--- config.mk ---
export PLATFORM = sky130hd
export DESIGN_NAME = cello_tt_eval_flat
export DESIGN_NICKNAME = d
export VERILOG_FILES = /design/src/rtl/cello_tt_eval_if.sv /design/src/rtl/cello_tt_eval.sv /design/src/flat_wrapper.sv
export SDC_FILE = /design/constraint.sdc
export NUM_CORES = 1
export LEC_CHECK = 0
export BUFFER_PORTS_ARGS = -buffer_cell sky130_fd_sc_hd__buf_2
export CORE_MARGIN = 4
export CORE_UTILIZATION = 55
export DETAILED_ROUTE_END_ITERATION = 6
export GPL_ROUTABILITY_DRIVEN = 0
export HOLD_SLACK_MARGIN = 0.08
export PLACE_DENSITY = 0.74
export SLEW_MARGIN = 20
export SYNTH_ARGS = -nofsm -noshare
export SYNTH_HDL_FRONTEND = slang
export SYNTH_SLANG_ARGS = --single-unit
--- constraint.sdc ---
create_clock -name clk -period 2.89 [get_ports clk]
set_input_delay 0.578 -clock clk [delete_from_list [all_inputs] [get_ports clk]]
set_output_delay 0.578 -clock clk [all_outputs]
set_load 0.005 [all_outputs]
--- src/rtl/cello_tt_eval_if.sv ---
`default_nettype none
// ============================================================================
// Module   : cello_tt_eval_if
// Purpose  : Stream and configuration bundle for the cello_tt_eval
//            truth-table evaluator.
// Signals  : in_vec/in_valid/in_ready   - input index stream
//            out/out_valid/out_ready    - evaluated result stream
//            cfg_start/cfg_bit/cfg_valid - serial table reload (MSB first)
//            cfg_done                   - new table active (1-cycle pulse)
//            busy                       - evaluator is not idle
// Modports : master - stimulus side (drives inputs, consumes results)
//            slave  - evaluator side
// Revision : 1.0 - initial release
// ============================================================================
interface cello_tt_eval_if #(
  parameter int N_IN = 4
) ();

  logic [N_IN-1:0] in_vec;
  logic            in_valid;
  logic            in_ready;
  logic            out;
  logic            out_valid;
  logic            out_ready;
  logic            cfg_start;
  logic            cfg_bit;
  logic            cfg_valid;
  logic            cfg_done;
  logic            busy;

  modport master (
    output in_vec, in_valid, out_ready, cfg_start, cfg_bit, cfg_valid,
    input  in_ready, out, out_valid, cfg_done, busy
  );

  modport slave (
    input  in_vec, in_valid, out_ready, cfg_start, cfg_bit, cfg_valid,
    output in_ready, out, out_valid, cfg_done, busy
  );

endinterface
`default_nettype wire

--- src/rtl/cello_tt_eval.sv ---
`default_nettype none
// ============================================================================
// Module   : cello_tt_eval
// Purpose  : Evaluates an N_IN-input Boolean function held in a run-time
//            reprogrammable truth table. Indices enter on a valid/ready
//            stream, pass a 2-stage pipeline and leave as a 1-bit result
//            stream. The table is reloaded serially, MSB first.
// Ports    : clk        - sole clock, rising edge
//            rst_n      - asynchronous active-low reset
//            bus        - cello_tt_eval_if.slave (streams + config port)
//            eval_count - 16-bit saturating result-handshake counter
//                         (only when CELLO_TT_EVAL_COUNT_EN is defined)
// Options  : CELLO_TT_EVAL_COUNT_EN - adds the eval_count port and counter
// Revision : 1.0 - initial release
// ============================================================================
module cello_tt_eval #(
  parameter int                      N_IN    = 4,
  parameter logic [(2**N_IN)-1:0]    TT_INIT = 16'h599A
) (
  input  logic             clk,
  input  logic             rst_n,
  cello_tt_eval_if.slave   bus
`ifdef CELLO_TT_EVAL_COUNT_EN
  ,
  output logic [15:0]      eval_count
`endif
);

  localparam int                 TT_W     = 2**N_IN;
  localparam int                 CNT_W    = $clog2(TT_W) + 1;
  localparam logic [CNT_W-1:0]   LAST_CNT = CNT_W'(TT_W - 1);

  typedef enum logic [1:0] {
    IDLE  = 2'd0,
    DRAIN = 2'd1,
    LOAD  = 2'd2
  } state_t;

  state_t            state_q, state_d;
  logic [TT_W-1:0]   tt_q;
  // Only TT_W-1 bits need storing: the final bit goes straight to the table.
  logic [TT_W-2:0]   shadow_q;
  logic [CNT_W-1:0]  cnt_q;
  logic [N_IN-1:0]   s1_idx_q;
  logic              s1_valid_q;
  logic              out_q;
  logic              out_valid_q;
  logic              cfg_done_q;

  logic              s2_adv;
  logic              in_ready;
  logic              in_fire;
  logic              load_last;

  // S1 may hand its index to S2 whenever S2 is empty or being emptied.
  assign s2_adv   = s1_valid_q & (~out_valid_q | bus.out_ready);
  // A reload request in the same cycle blocks new input so the drain
  // phase starts from a pipeline that is only shrinking.
  assign in_ready = (state_q == IDLE) & ~bus.cfg_start & (~s1_valid_q | s2_adv);
  assign in_fire  = bus.in_valid & in_ready;

  // --------------------------------------------------------------------------
  // Reload FSM: next state
  // --------------------------------------------------------------------------
  always_comb begin
    state_d   = state_q;
    load_last = 1'b0;
    case (state_q)
      IDLE: begin
        if (bus.cfg_start) begin
          state_d = DRAIN;
        end
      end
      DRAIN: begin
        // The table may only change once no result still needs the old one.
        if (!s1_valid_q && !out_valid_q) begin
          state_d = LOAD;
        end
      end
      LOAD: begin
        if (bus.cfg_valid && (cnt_q == LAST_CNT)) begin
          state_d   = IDLE;
          load_last = 1'b1;
        end
      end
      default: begin
        state_d = IDLE;
      end
    endcase
  end

  always_ff @(posedge clk or negedge rst_n) begin
    if (!rst_n) begin
      state_q <= IDLE;
    end else begin
      state_q <= state_d;
    end
  end

  // --------------------------------------------------------------------------
  // Pipeline and table storage
  // --------------------------------------------------------------------------
  always_ff @(posedge clk or negedge rst_n) begin
    if (!rst_n) begin
      tt_q        <= TT_INIT;
      shadow_q    <= '0;
      cnt_q       <= '0;
      s1_idx_q    <= '0;
      s1_valid_q  <= 1'b0;
      out_q       <= 1'b0;
      out_valid_q <= 1'b0;
      cfg_done_q  <= 1'b0;
    end else begin
      if (in_fire) begin
        s1_idx_q   <= bus.in_vec;
        s1_valid_q <= 1'b1;
      end else if (s2_adv) begin
        s1_valid_q <= 1'b0;
      end

      if (s2_adv) begin
        out_q       <= tt_q[s1_idx_q];
        out_valid_q <= 1'b1;
      end else if (bus.out_ready) begin
        out_valid_q <= 1'b0;
      end

      cfg_done_q <= load_last;

      if ((state_q == LOAD) && bus.cfg_valid) begin
        shadow_q <= {shadow_q[TT_W-3:0], bus.cfg_bit};
        if (load_last) begin
          tt_q  <= {shadow_q, bus.cfg_bit};
          cnt_q <= '0;
        end else begin
          cnt_q <= cnt_q + CNT_W'(1);
        end
      end
    end
  end

`ifdef CELLO_TT_EVAL_COUNT_EN
  // --------------------------------------------------------------------------
  // Saturating count of result handshakes; cleared as a new table goes live
  // --------------------------------------------------------------------------
  logic [15:0] eval_count_q;

  always_ff @(posedge clk or negedge rst_n) begin
    if (!rst_n) begin
      eval_count_q <= '0;
    end else if (load_last) begin
      eval_count_q <= '0;
    end else if (out_valid_q && bus.out_ready && (eval_count_q != 16'hFFFF)) begin
      eval_count_q <= eval_count_q + 16'd1;
    end
  end

  assign eval_count = eval_count_q;
`else
  // Handshake counter not built in this configuration.
`endif

  assign bus.in_ready  = in_ready;
  assign bus.out       = out_q;
  assign bus.out_valid = out_valid_q;
  assign bus.cfg_done  = cfg_done_q;
  assign bus.busy      = (state_q != IDLE);

endmodule
`default_nettype wire

--- src/flat_wrapper.sv ---
// flat-port wrapper written by rule: the top's interface ports become plain ports
module cello_tt_eval_flat 
#(
  parameter int                      N_IN    = 4,
  parameter logic [(2**N_IN)-1:0]    TT_INIT = 16'h599A
)
  (clk, rst_n, bus_in_vec, bus_in_valid, bus_out_ready, bus_cfg_start, bus_cfg_bit, bus_cfg_valid, bus_in_ready, bus_out, bus_out_valid, bus_cfg_done, bus_busy);
  cello_tt_eval_if #(.N_IN(N_IN)) bus_i ();
  input  logic clk;
  input  logic rst_n;
  input wire logic [$bits(bus_i.in_vec)-1:0] bus_in_vec;
  input wire logic [$bits(bus_i.in_valid)-1:0] bus_in_valid;
  input wire logic [$bits(bus_i.out_ready)-1:0] bus_out_ready;
  input wire logic [$bits(bus_i.cfg_start)-1:0] bus_cfg_start;
  input wire logic [$bits(bus_i.cfg_bit)-1:0] bus_cfg_bit;
  input wire logic [$bits(bus_i.cfg_valid)-1:0] bus_cfg_valid;
  output wire logic [$bits(bus_i.in_ready)-1:0] bus_in_ready;
  output wire logic [$bits(bus_i.out)-1:0] bus_out;
  output wire logic [$bits(bus_i.out_valid)-1:0] bus_out_valid;
  output wire logic [$bits(bus_i.cfg_done)-1:0] bus_cfg_done;
  output wire logic [$bits(bus_i.busy)-1:0] bus_busy;
  assign bus_i.in_vec = bus_in_vec;
  assign bus_i.in_valid = bus_in_valid;
  assign bus_i.out_ready = bus_out_ready;
  assign bus_i.cfg_start = bus_cfg_start;
  assign bus_i.cfg_bit = bus_cfg_bit;
  assign bus_i.cfg_valid = bus_cfg_valid;
  assign bus_in_ready = bus_i.in_ready;
  assign bus_out = bus_i.out;
  assign bus_out_valid = bus_i.out_valid;
  assign bus_cfg_done = bus_i.cfg_done;
  assign bus_busy = bus_i.busy;
  cello_tt_eval #(.N_IN(N_IN), .TT_INIT(TT_INIT)) u_core (.clk(clk), .rst_n(rst_n), .bus(bus_i));
endmodule
==> impl_metrics.py, run 1 <==
metrics = {
    "outcome": {
        "status": "finished clean",
    },
    "detailed_routing": {
        "routed_wl_um": 3050,
        "wl_met2_um": 1350,
        "drt_iter0_markers": 78,
        "route.detailed.drc": 0,
        "via_count": 1086,
        "top_layer": "met4",
        "wl_per_cell_um": 15.0,
        "dr_wl_met3_um": 145,
        "wl_met1_um": 1500,
        "vias_per_cell": 5.35,
        "drt-pass1-iter-count": 2,
        "ant_nets": 0,
    },
    "synth": {
        "ys_async_sr_fraction": 1.00,
        "synth_ff_type": "dfrtp_1",
        "syn_area_mm2": 0.00199,
        "yosys_warnings": 0,
        "postSynthAreaPerCell_um2": 14.4,
        "yosysSeqAreaShare": 0.584,
        "synth_cells": 138,
        "synthTopCellsByArea": "dfrtp_1 (48%), mux2_2 (18%), dfstp_2 (11%), mux2_4 (3.0%), mux4_2 (2.3%)",
        "synth_top_area_share": 0.478,
        "yosysMostFrequentCell": "dfrtp_1",
        "yosys-top-cells-count": "dfrtp_1 (38), mux2_2 (31), nand2_1 (9)",
        "yosysTopAreaCell": "dfrtp_1",
        "yosysUniqueCellTypes": 33,
        "ys_ff_latch": 46,
        "synth_edf_count": 0,
        "syn_nets": 151,
    },
    "timing": {
        "fin_skew_ns": 0.00669,
        "setup_tns_ns": 0,
        "rsz0062_at_grt": "no",
        "finalSetupViolations": 0,
        "fin_crit_sh": 0.718,
        "slew_violations": 0,
        "final-hold-violation-count": 0,
        "slew_headroom": 0.494,
        "min_period_ns": 2.08,
        "max_freq_mhz": 482,
        "worst_pin_slew_ns": 0.758,
    },
    "finish": {
        "seqCellArea_mm2": 0.00116,
        "fill_cells": 274,
        "multi_input_area_um2": 791,
        "synthToLayoutAreaGrowth_pct": 8.49,
        "diodes": 0,
        "final_nets": 169,
        "fin_util": 0.632,
        "drive_above_1_share": 0.452,
    },
    "setup_path": {
        "worstPathRequired_ns": 2.31,
        "crit_type": "reg -> out",
        "regToRegStartpoint": "u_core.cnt_q[0]",
        "cp-start-kind": "flop",
        "r2r_cells": 7,
        "cp.arrival_ns": 1.50,
        "r2r_end": "u_core.tt_q[0]",
        "cp_max_fo": 6,
        "rrSetupSlack_ns": 0.90,
        "crit_path_end_kind": "output port",
    },
    "clock_network": {
        "cts_buffers": 5,
        "cts_hold_buf": 0,
        "cts_max_level": 2,
        "ctsResizeCount": 0,
        "clk_pin_slew_ns": 0.12,
        "cts_setup_buffers": 0,
        "cts_sinks": 46,
        "worstSkewPairLatency_ns": 0.35,
        "clock_path_buffers": 2,
        "cts_tree": "built",
        "root_buffer": "clkbuf_4",
    },
    "floorplan": {
        "design.die.area_mm2": 0.00464,
        "die_y_um": 68.1,
        "start_util": 0.582,
        "rows": 21,
        "die_w_um": 68.1,
        "pin_count": 16,
        "core_mm2": 0.00342,
    },
    "global_route": {
        "antenna_found_initial": 0,
        "grt_pass1_vias": 1125,
        "grt_max_degree": 47,
        "grt-ovfl-total": 0,
        "grt_pass1_wl_um": 5260,
        "grt_usage": 0.159,
    },
    "power": {
        "power.switching_fraction": 0.304,
        "pwr_density_cell_mw_per_mm2": 774,
        "cellLeakagePower_nw": 1.04,
        "pwr-share-seq": 0.575,
        "intPower_mw": 1.16,
        "power.switching_uw": 508,
        "peakVddDrop_v": 0.000311,
        "clkPwrFrac": 0.184,
        "combPwrFrac": 0.242,
    },
    "place": {
        "port_buffers": 15,
        "dpl.hpwl_um": 2110,
    },
    "run": {
        "max_cap_violations": 0,
    },
    "worst_hold_path": {
        "hold_class": "in -> async",
    },
}
-- logic make-up (layout without fill, tap and decap cells) --
group,Yosys count,in the layout,share of synthesized area
buf+inv,6,25,0.0189
mux,41,41,0.248
compound gates,9,9,0.0396
fa+ha+maj,2,2,0.0126
simple gates,32,32,0.0880
flops,46,46,0.584
xor+xnor,2,2,0.00881
-- worst max-delay path: stages, from the launching register on --
cell	delay, ns
dfrtp_1	0.45
or2_4	0.28
a211oi_4	0.25
buf_2	0.16
-- final cells by class --
| type | instances | share of cell area |
|---|---|---|
| tap | 46 | 0.0267 |
| clock buffer | 7 | 0.0255 |
| sequential | 46 | 0.538 |
| multi-input combinational | 86 | 0.366 |
| timing repair buffer | 16 | 0.0394 |
| inverter | 1 | 0.00174 |
| clock inverter | 1 | 0.00232 |
-- flip-flops by register name, summed over array words and instances (netlist names) --
signal and count:
u_core.shadow_q 15, u_core.tt_q 16, u_core.state_q 2, u_core.cnt_q 5, u_core.s1_idx_q 4, u_core.bus.out 1
u_core.bus.cfg_done 1, u_core.bus.out_valid 1, u_core.s1_valid_q 1
-- worst max path at each step --
stage / start / to / slack [ns]
2_1_floorplan: u_core.cnt_q[0] / u_core.tt_q[10] / 1.13
3_3_place_gp: bus_cfg_valid / u_core.shadow_q[4] / 1.01
3_5_place_dp: u_core.cnt_q[0] / u_core.tt_q[10] / 0.91
4_1_cts: u_core.state_q[0] / bus_in_ready / 0.79
5_1_grt: u_core.cnt_q[0] / u_core.tt_q[5] / 0.75
6_report: u_core.state_q[0] / bus_in_ready / 0.81
-- metrics by stage --
stage          area [um^2]  instances  setup slack [ns]  hold WS [ns]  power [mW]
2_1_floorplan         1990        138              1.13         0.282        1.26
3_3_place_gp          2100        195              1.01         0.481        1.36
3_5_place_dp          2100        195             0.913         0.496        1.38
4_1_cts               2160        203             0.792         0.389        1.69
5_1_grt               2160        203             0.747         0.228        1.79
6_report              2160        203             0.814         0.194        1.67
-- metal layers --
layer | vias up | track usage
li1 | 523 | -
met1 | 536 | 0.216
met2 | 20 | 0.232
met3 | 7 | 0.0394
met4 | 0 | 0.0893
met5 | - | 0
-- layout by cell type (no fill, tap or decap), drive strengths merged --
master and instances:
ha 2, nor3 2, o21ai 2, and3 2, o2111ai 1, and3b 1
nand4 1, nor2b 4, buf 16, inv 1, dfstp 8, nor2 4
o211ai 1, nand2 10, mux4 2, a211oi 2, xor2 2, a21o 1
a22o 1, clkinv 1, nand3b 1, clkbuf 7, mux2i 4, nand2b 3
nand3 1, or3 2, dfrtp 38, a2111oi 1, or2 1, mux2 35
-- power by group through the flow --
stage	clock network, mW	registers [mW]	logic [mW]
final	0.307	0.960	0.404
after global routing	0.342	0.986	0.458
after CTS	0.319	0.959	0.412
after detailed placement	0	0.972	0.409
after global placement	0	0.961	0.395
after floorplan	0	0.904	0.354
Power figures use the tool's default switching activity.
==> run 2: changes to the inputs <==
--- a/config.mk
+++ b/config.mk
@@ -7,11 +7,11 @@
 export LEC_CHECK = 0
 export BUFFER_PORTS_ARGS = -buffer_cell sky130_fd_sc_hd__buf_2
 export CORE_MARGIN = 4
-export CORE_UTILIZATION = 55
+export CORE_UTILIZATION = 52
 export DETAILED_ROUTE_END_ITERATION = 6
 export GPL_ROUTABILITY_DRIVEN = 0
 export HOLD_SLACK_MARGIN = 0.08
-export PLACE_DENSITY = 0.74
+export PLACE_DENSITY = 0.73
 export SLEW_MARGIN = 20
 export SYNTH_ARGS = -nofsm -noshare
 export SYNTH_HDL_FRONTEND = slang
==> constraint.sdc (replaced) <==
create_clock -name clk -period 1.7 [get_ports clk]
set_input_delay 0.34 -clock clk [delete_from_list [all_inputs] [get_ports clk]]
set_output_delay 0.34 -clock clk [all_outputs]
set_load 0.005 [all_outputs]
==> run 2 against run 1 <==
Against the previous run: sequential share of layout area down 4.0 points; utilization up 0.076 points; cell count up 6.4%; critical endpoint unchanged.
==> impl_metrics.py, run 2 (synthesized netlist as in run 1, its figures left out) <==
metrics = {
    "power": {
        "finalPower_mw": 3.08,
        "pwr_density_cell_mw_per_mm2": 1320,
        "cellLeakagePower_nw": 1.12,
        "peakVddDrop_v": 0.000454,
    },
    "setup_path": {
        "crit_family": "flip-flops",
        "r2r_cells": 7,
        "crit_type": "reg -> out",
        "crit_path_end_kind": "output port",
        "worstPathRequired_ns": 1.36,
        "slowest_delay_ns": 0.42,
        "r2r_end": "u_core.tt_q[0]",
        "regToRegStartpoint": "u_core.cnt_q[1]",
        "cp_max_fo": 5,
        "cp-start-kind": "flop",
        "path_cells": "or2_4 > a211oi_4 > buf_2",
        "rrSetupSlack_ns": 0.04,
        "crit_slowest_cell": "dfrtp_1",
        "crit_buf_inv": 1,
        "cp.arrival_ns": 1.33,
    },
    "finish": {
        "drive_above_1_share": 0.518,
        "final_nets": 180,
        "layout_common_cells": "dfrtp_1 (38), mux2_2 (25), buf_2 (15)",
        "fill_cells": 283,
        "fin_util": 0.633,
        "top_regs": "u_core.tt_q: 16 flops, u_core.shadow_q: 15 flops, u_core.cnt_q: 5 flops",
        "final_common_cell": "dfrtp_1",
        "stdcell_area_mm2": 0.00233,
        "synthToLayoutAreaGrowth_pct": 17.3,
        "diodes": 0,
        "largest_register_ffs": 16,
        "regMostFlops": "u_core.tt_q",
    },
    "floorplan": {
        "core_mm2": 0.00369,
        "die_w_um": 69.9,
        "pin_count": 16,
        "rows": 22,
        "design.die.area_mm2": 0.00488,
        "start_util": 0.539,
        "die_y_um": 69.9,
    },
    "timing": {
        "slew_violations": 0,
        "rsz0062_at_grt": "yes",
        "min_period_ns": 1.67,
        "final-hold-violation-count": 0,
        "max_freq_mhz": 597,
        "slew_headroom": 0.617,
        "worst_slack_ns": 0.0259,
        "finalSetupViolations": 0,
        "fin_crit_sh": 0.985,
        "worst_pin_slew_ns": 0.575,
        "setup_tns_ns": 0,
        "fin_skew_ns": 0.0121,
    },
    "place": {
        "port_buffers": 15,
        "dpl_cell_area_mm2": 0.00220,
        "dpl.hpwl_um": 2130,
        "place_ws_ns": -0.0588,
    },
    "clock_network": {
        "worstSkewPairLatency_ns": 0.30,
        "clk_pin_slew_ns": 0.08,
        "cts_max_level": 2,
        "cts_sinks": 46,
        "clock_path_buffers": 2,
        "cts_tree": "built",
        "root_buffer": "clkbuf_8",
        "cts_hold_buf": 0,
        "cts_buffers": 5,
    },
    "detailed_routing": {
        "drt-pass1-iter-count": 4,
        "vias_per_cell": 5.30,
        "drt_iter0_markers": 62,
        "route.detailed.drc": 0,
        "routed_wl_um": 3280,
        "ant_nets": 0,
        "wl_per_cell_um": 15.2,
        "via_count": 1145,
    },
    "outcome": {
        "status": "finished clean",
    },
    "global_route": {
        "grt_max_degree": 47,
        "grt_pass1_vias": 1231,
        "grt_pass1_wl_um": 5930,
        "antenna_found_initial": 0,
        "grt-ovfl-total": 0,
        "grt_usage": 0.153,
    },
    "worst_hold_path": {
        "hold_class": "in -> async",
    },
    "run": {
        "max_cap_violations": 0,
    },
}
==> run 2: layout make-up <==
type | instances | area (um^2) | share of cell area
timing repair buffer | 27 | 178 | 0.0761
clock buffer | 6 | 72.6 | 0.0311
multi-input combinational | 86 | 848 | 0.364
tap | 48 | 60.1 | 0.0257
inverter | 1 | 3.75 | 0.00161
sequential | 46 | 1160 | 0.498
clock inverter | 2 | 10.0 | 0.00429
==> run 2: worst register-to-register path: cells and delay by family (launching register included) <==
kind	cells	cell delay, ns
flops	1	0.37
simple gates	3	0.36
mux	1	0.35
fa+ha+maj	2	0.32
buf+inv	1	0.17
==> run 2: stage by stage <==
stage	std cells	hold slack, ns
CTS	214	0.136
detailed placement	204	0.455
global route	216	0.162
global placement	204	0.443
floorplan	138	0.0444
finish	216	0.120
==> run 2: metal layers <==
metal  global-route usage  up-vias  part of all wire
met5                    0        -                 0
met4               0.0617        0             0.014
met1                0.204      575              0.51
met2                0.228       19              0.43
li1                     -      546                 -
met3               0.0547        5             0.046
==> run 2: timing repair <==
action | 4_1_cts | 5_1_grt
pin swaps | 1 | 0
gates resized for setup | 2 | 4
setup buffers | 2 | 2
endpoints found under the setup margin | 17 | 17
==> run 2: worst max path at each step <==
stage | slack, ns | cells after the start | start | to
global placement | -0.02 | 7 | u_core.cnt_q[1] | u_core.tt_q[6]
CTS | 0.0009 | 3 | u_core.bus.out_valid | bus_in_ready
finish | 0.03 | 3 | u_core.state_q[1] | bus_in_ready
floorplan | -0.03 | 8 | u_core.cnt_q[0] | u_core.tt_q[10]
detailed placement | -0.06 | 7 | u_core.cnt_q[1] | u_core.tt_q[5]
global route | -0.04 | 3 | u_core.state_q[1] | bus_in_ready
==> run 2: power by group <==
part	total [mW]	switching (mW)	internal, mW
Combinational	0.859	0.343	0.517
Clock	0.623	0.338	0.285
Sequential	1.59	0.240	1.35
==> run 3: changes to the inputs <==
--- a/config.mk
+++ b/config.mk
@@ -11,7 +11,7 @@
 export DETAILED_ROUTE_END_ITERATION = 6
 export GPL_ROUTABILITY_DRIVEN = 0
 export HOLD_SLACK_MARGIN = 0.08
-export PLACE_DENSITY = 0.73
+export PLACE_DENSITY = 0.78
 export SLEW_MARGIN = 20
 export SYNTH_ARGS = -nofsm -noshare
 export SYNTH_HDL_FRONTEND = slang
==> run 3 against run 2 <==
Against the previous run: total power increased by 4.9%; combinational power up 6.1%; utilization increased by 1.4 points; final area increased by 2.3%; flip-flop and latch count unchanged; critical path type is now reg -> reg; sequential share of layout area is 1.1 points lower; first-iteration DRC count up 27%; die area unchanged; register-to-register slack barely moved; wire length grew 6.6%; clock power rose by 18%.
==> impl_metrics.py, run 3 (synthesized netlist as in run 1, its figures left out) <==
metrics = {
    "finish": {
        "final_nets": 181,
        "synthToLayoutAreaGrowth_pct": 19.9,
        "drive_above_1_share": 0.521,
        "layout_common_cells": "dfrtp_1 (38), mux2_2 (23), buf_2 (15)",
        "stdcell_area_mm2": 0.00239,
        "stdcell_count": 217,
        "fill_cells": 257,
        "largest_register_ffs": 16,
        "diodes": 0,
        "regMostFlops": "u_core.tt_q",
        "top_regs": "u_core.tt_q: 16 flops, u_core.shadow_q: 15 flops, u_core.cnt_q: 5 flops",
        "final_common_cell": "dfrtp_1",
    },
    "timing": {
        "rsz0062_at_grt": "yes",
        "setup_tns_ns": 0,
        "min_period_ns": 1.67,
        "fin_skew_ns": 0.00490,
        "max_freq_mhz": 600,
        "worst_pin_slew_ns": 0.550,
        "finalSetupViolations": 0,
        "fin_crit_sh": 0.980,
        "slew_headroom": 0.633,
        "final-hold-violation-count": 0,
        "slew_violations": 0,
    },
    "clock_network": {
        "cts_sinks": 46,
        "worstSkewPairLatency_ns": 0.30,
        "cts_buffers": 5,
        "root_buffer": "clkbuf_8",
        "cts_max_level": 2,
        "clk_pin_slew_ns": 0.08,
        "cts_tree": "built",
        "clock_path_buffers": 2,
    },
    "power": {
        "power.switching_uw": 962,
        "cellLeakagePower_nw": 1.14,
        "combPwrFrac": 0.282,
        "clkPwrFrac": 0.228,
        "power.switching_fraction": 0.298,
        "pwr-share-seq": 0.490,
        "intPower_mw": 2.26,
        "peakVddDrop_v": 0.000498,
        "pwr_density_cell_mw_per_mm2": 1350,
    },
    "global_route": {
        "grt-ovfl-total": 0,
        "grt_max_degree": 25,
        "grt_pass1_wl_um": 6220,
        "grt_pass1_vias": 1248,
        "antenna_found_initial": 0,
        "grt_usage": 0.164,
    },
    "setup_path": {
        "cp_max_fo": 18,
        "crit_buf_inv": 1,
        "path_cells": "ha_2 > and3_4 > ha_4 > nand2_4 > nor2b_4 > buf_12 > mux2_4",
        "crit_type": "reg -> reg",
        "cp-start-kind": "flop",
        "slowest_delay_ns": 0.36,
        "crit_family": "simple AND/OR/NAND/NOR gates",
        "crit_path_end_kind": "flop",
        "worstPathRequired_ns": 1.89,
        "cp.arrival_ns": 1.85,
        "crit_slowest_cell": "dfrtp_1",
    },
    "detailed_routing": {
        "vias_per_cell": 5.38,
        "drt-pass1-iter-count": 4,
        "route.detailed.drc": 0,
        "drt_iter0_markers": 79,
        "routed_wl_um": 3500,
        "wl_per_cell_um": 16.1,
        "ant_nets": 0,
        "via_count": 1167,
    },
    "floorplan": {
        "start_util": 0.539,
        "die_w_um": 69.9,
        "core_mm2": 0.00369,
        "design.die.area_mm2": 0.00488,
        "rows": 22,
        "pin_count": 16,
        "die_y_um": 69.9,
    },
    "place": {
        "placed_cells": 204,
        "dpl_cell_area_mm2": 0.00221,
        "port_buffers": 15,
        "dpl.hpwl_um": 2410,
    },
    "outcome": {
        "status": "finished clean",
    },
    "worst_hold_path": {
        "hold_class": "in -> reg",
    },
    "run": {
        "max_cap_violations": 0,
    },
}
## run 3: cell count changes in the layout (fill, tap and decap cells not counted), sizes merged
cell	change
dlygate4sd3	+1
clkinv	-1
clkbuf	+1
## run 3: worst paths after layout
check / startpoint / end / slack [ns] / depth (start not counted)
min: bus_in_vec[3] / u_core.s1_idx_q[3] / 0.27 / 2
max in group asynchronous: rst_n / u_core.tt_q[12] / 0.55 / 3
max: u_core.cnt_q[0] / u_core.tt_q[5] / 0.03 / 7
min reg2reg: u_core.tt_q[0] / u_core.tt_q[0] / 0.51 / 1
max reg2reg: u_core.cnt_q[0] / u_core.tt_q[5] / 0.03 / 7
min in group asynchronous: rst_n / u_core.s1_idx_q[0] / 0.56 / 2
## run 3: stage by stage
stage / hold slack (ns) / setup slack [ns] / power [mW] / utilization
floorplan: 0.0444 / -0.0343 / 2.15 / -
CTS: 0.265 / -0.00490 / 3.23 / 0.640
global placement: 0.342 / -0.0111 / 2.40 / 0.599
global route: 0.263 / -0.0482 / 3.44 / 0.647
finish: 0.274 / 0.0332 / 3.23 / 0.647
detailed placement: 0.349 / -0.0840 / 2.46 / 0.599
## run 3: what timing repair did
item | CTS | global route
hold endpoints to repair | 18 | 0
hold buffers | 1 | 0
resized for setup | 4 | 4
setup endpoints to repair | 17 | 17
setup buffers | 3 | 1
pin swaps | 1 | 0
gates cloned | 0 | 0
## run 3: routing by layer
metal	global-route usage	vias to the layer above	part of all wire
met5	0	-	0
met4	0.0447	0	0.012
met3	0.0619	4	0.059
met2	0.254	27	0.46
met1	0.216	588	0.47
li1	-	548	-
## run 3: layout make-up
cell class	count	area, um^2	share of cell area
clock inverters	1	8.76	0.00367
clock buffers	7	96.3	0.0404
multi-input cells	86	856	0.359
well taps	48	60.1	0.0252
repair buffers	28	200	0.0839
flip-flops and latches	46	1160	0.487
inverters	1	3.75	0.00157
## run 3: power groups by stage
stage          registers (mW)  logic (mW)  clock network [mW]
3_3_place_gp             1.59       0.805                   0
4_1_cts                  1.58       0.904               0.748
2_1_floorplan            1.54       0.610                   0
6_report                 1.58       0.911               0.734
3_5_place_dp             1.61       0.849                   0
5_1_grt                  1.63        1.01               0.803
## run 3: worst register-to-register path, cell delays in order, from the launching register on
cell and delay, ns:
dfrtp_1 0.36, ha_2 0.18, and3_4 0.20, ha_4 0.15
nand2_4 0.05, nor2b_4 0.12, buf_12 0.17, mux2_4 0.32
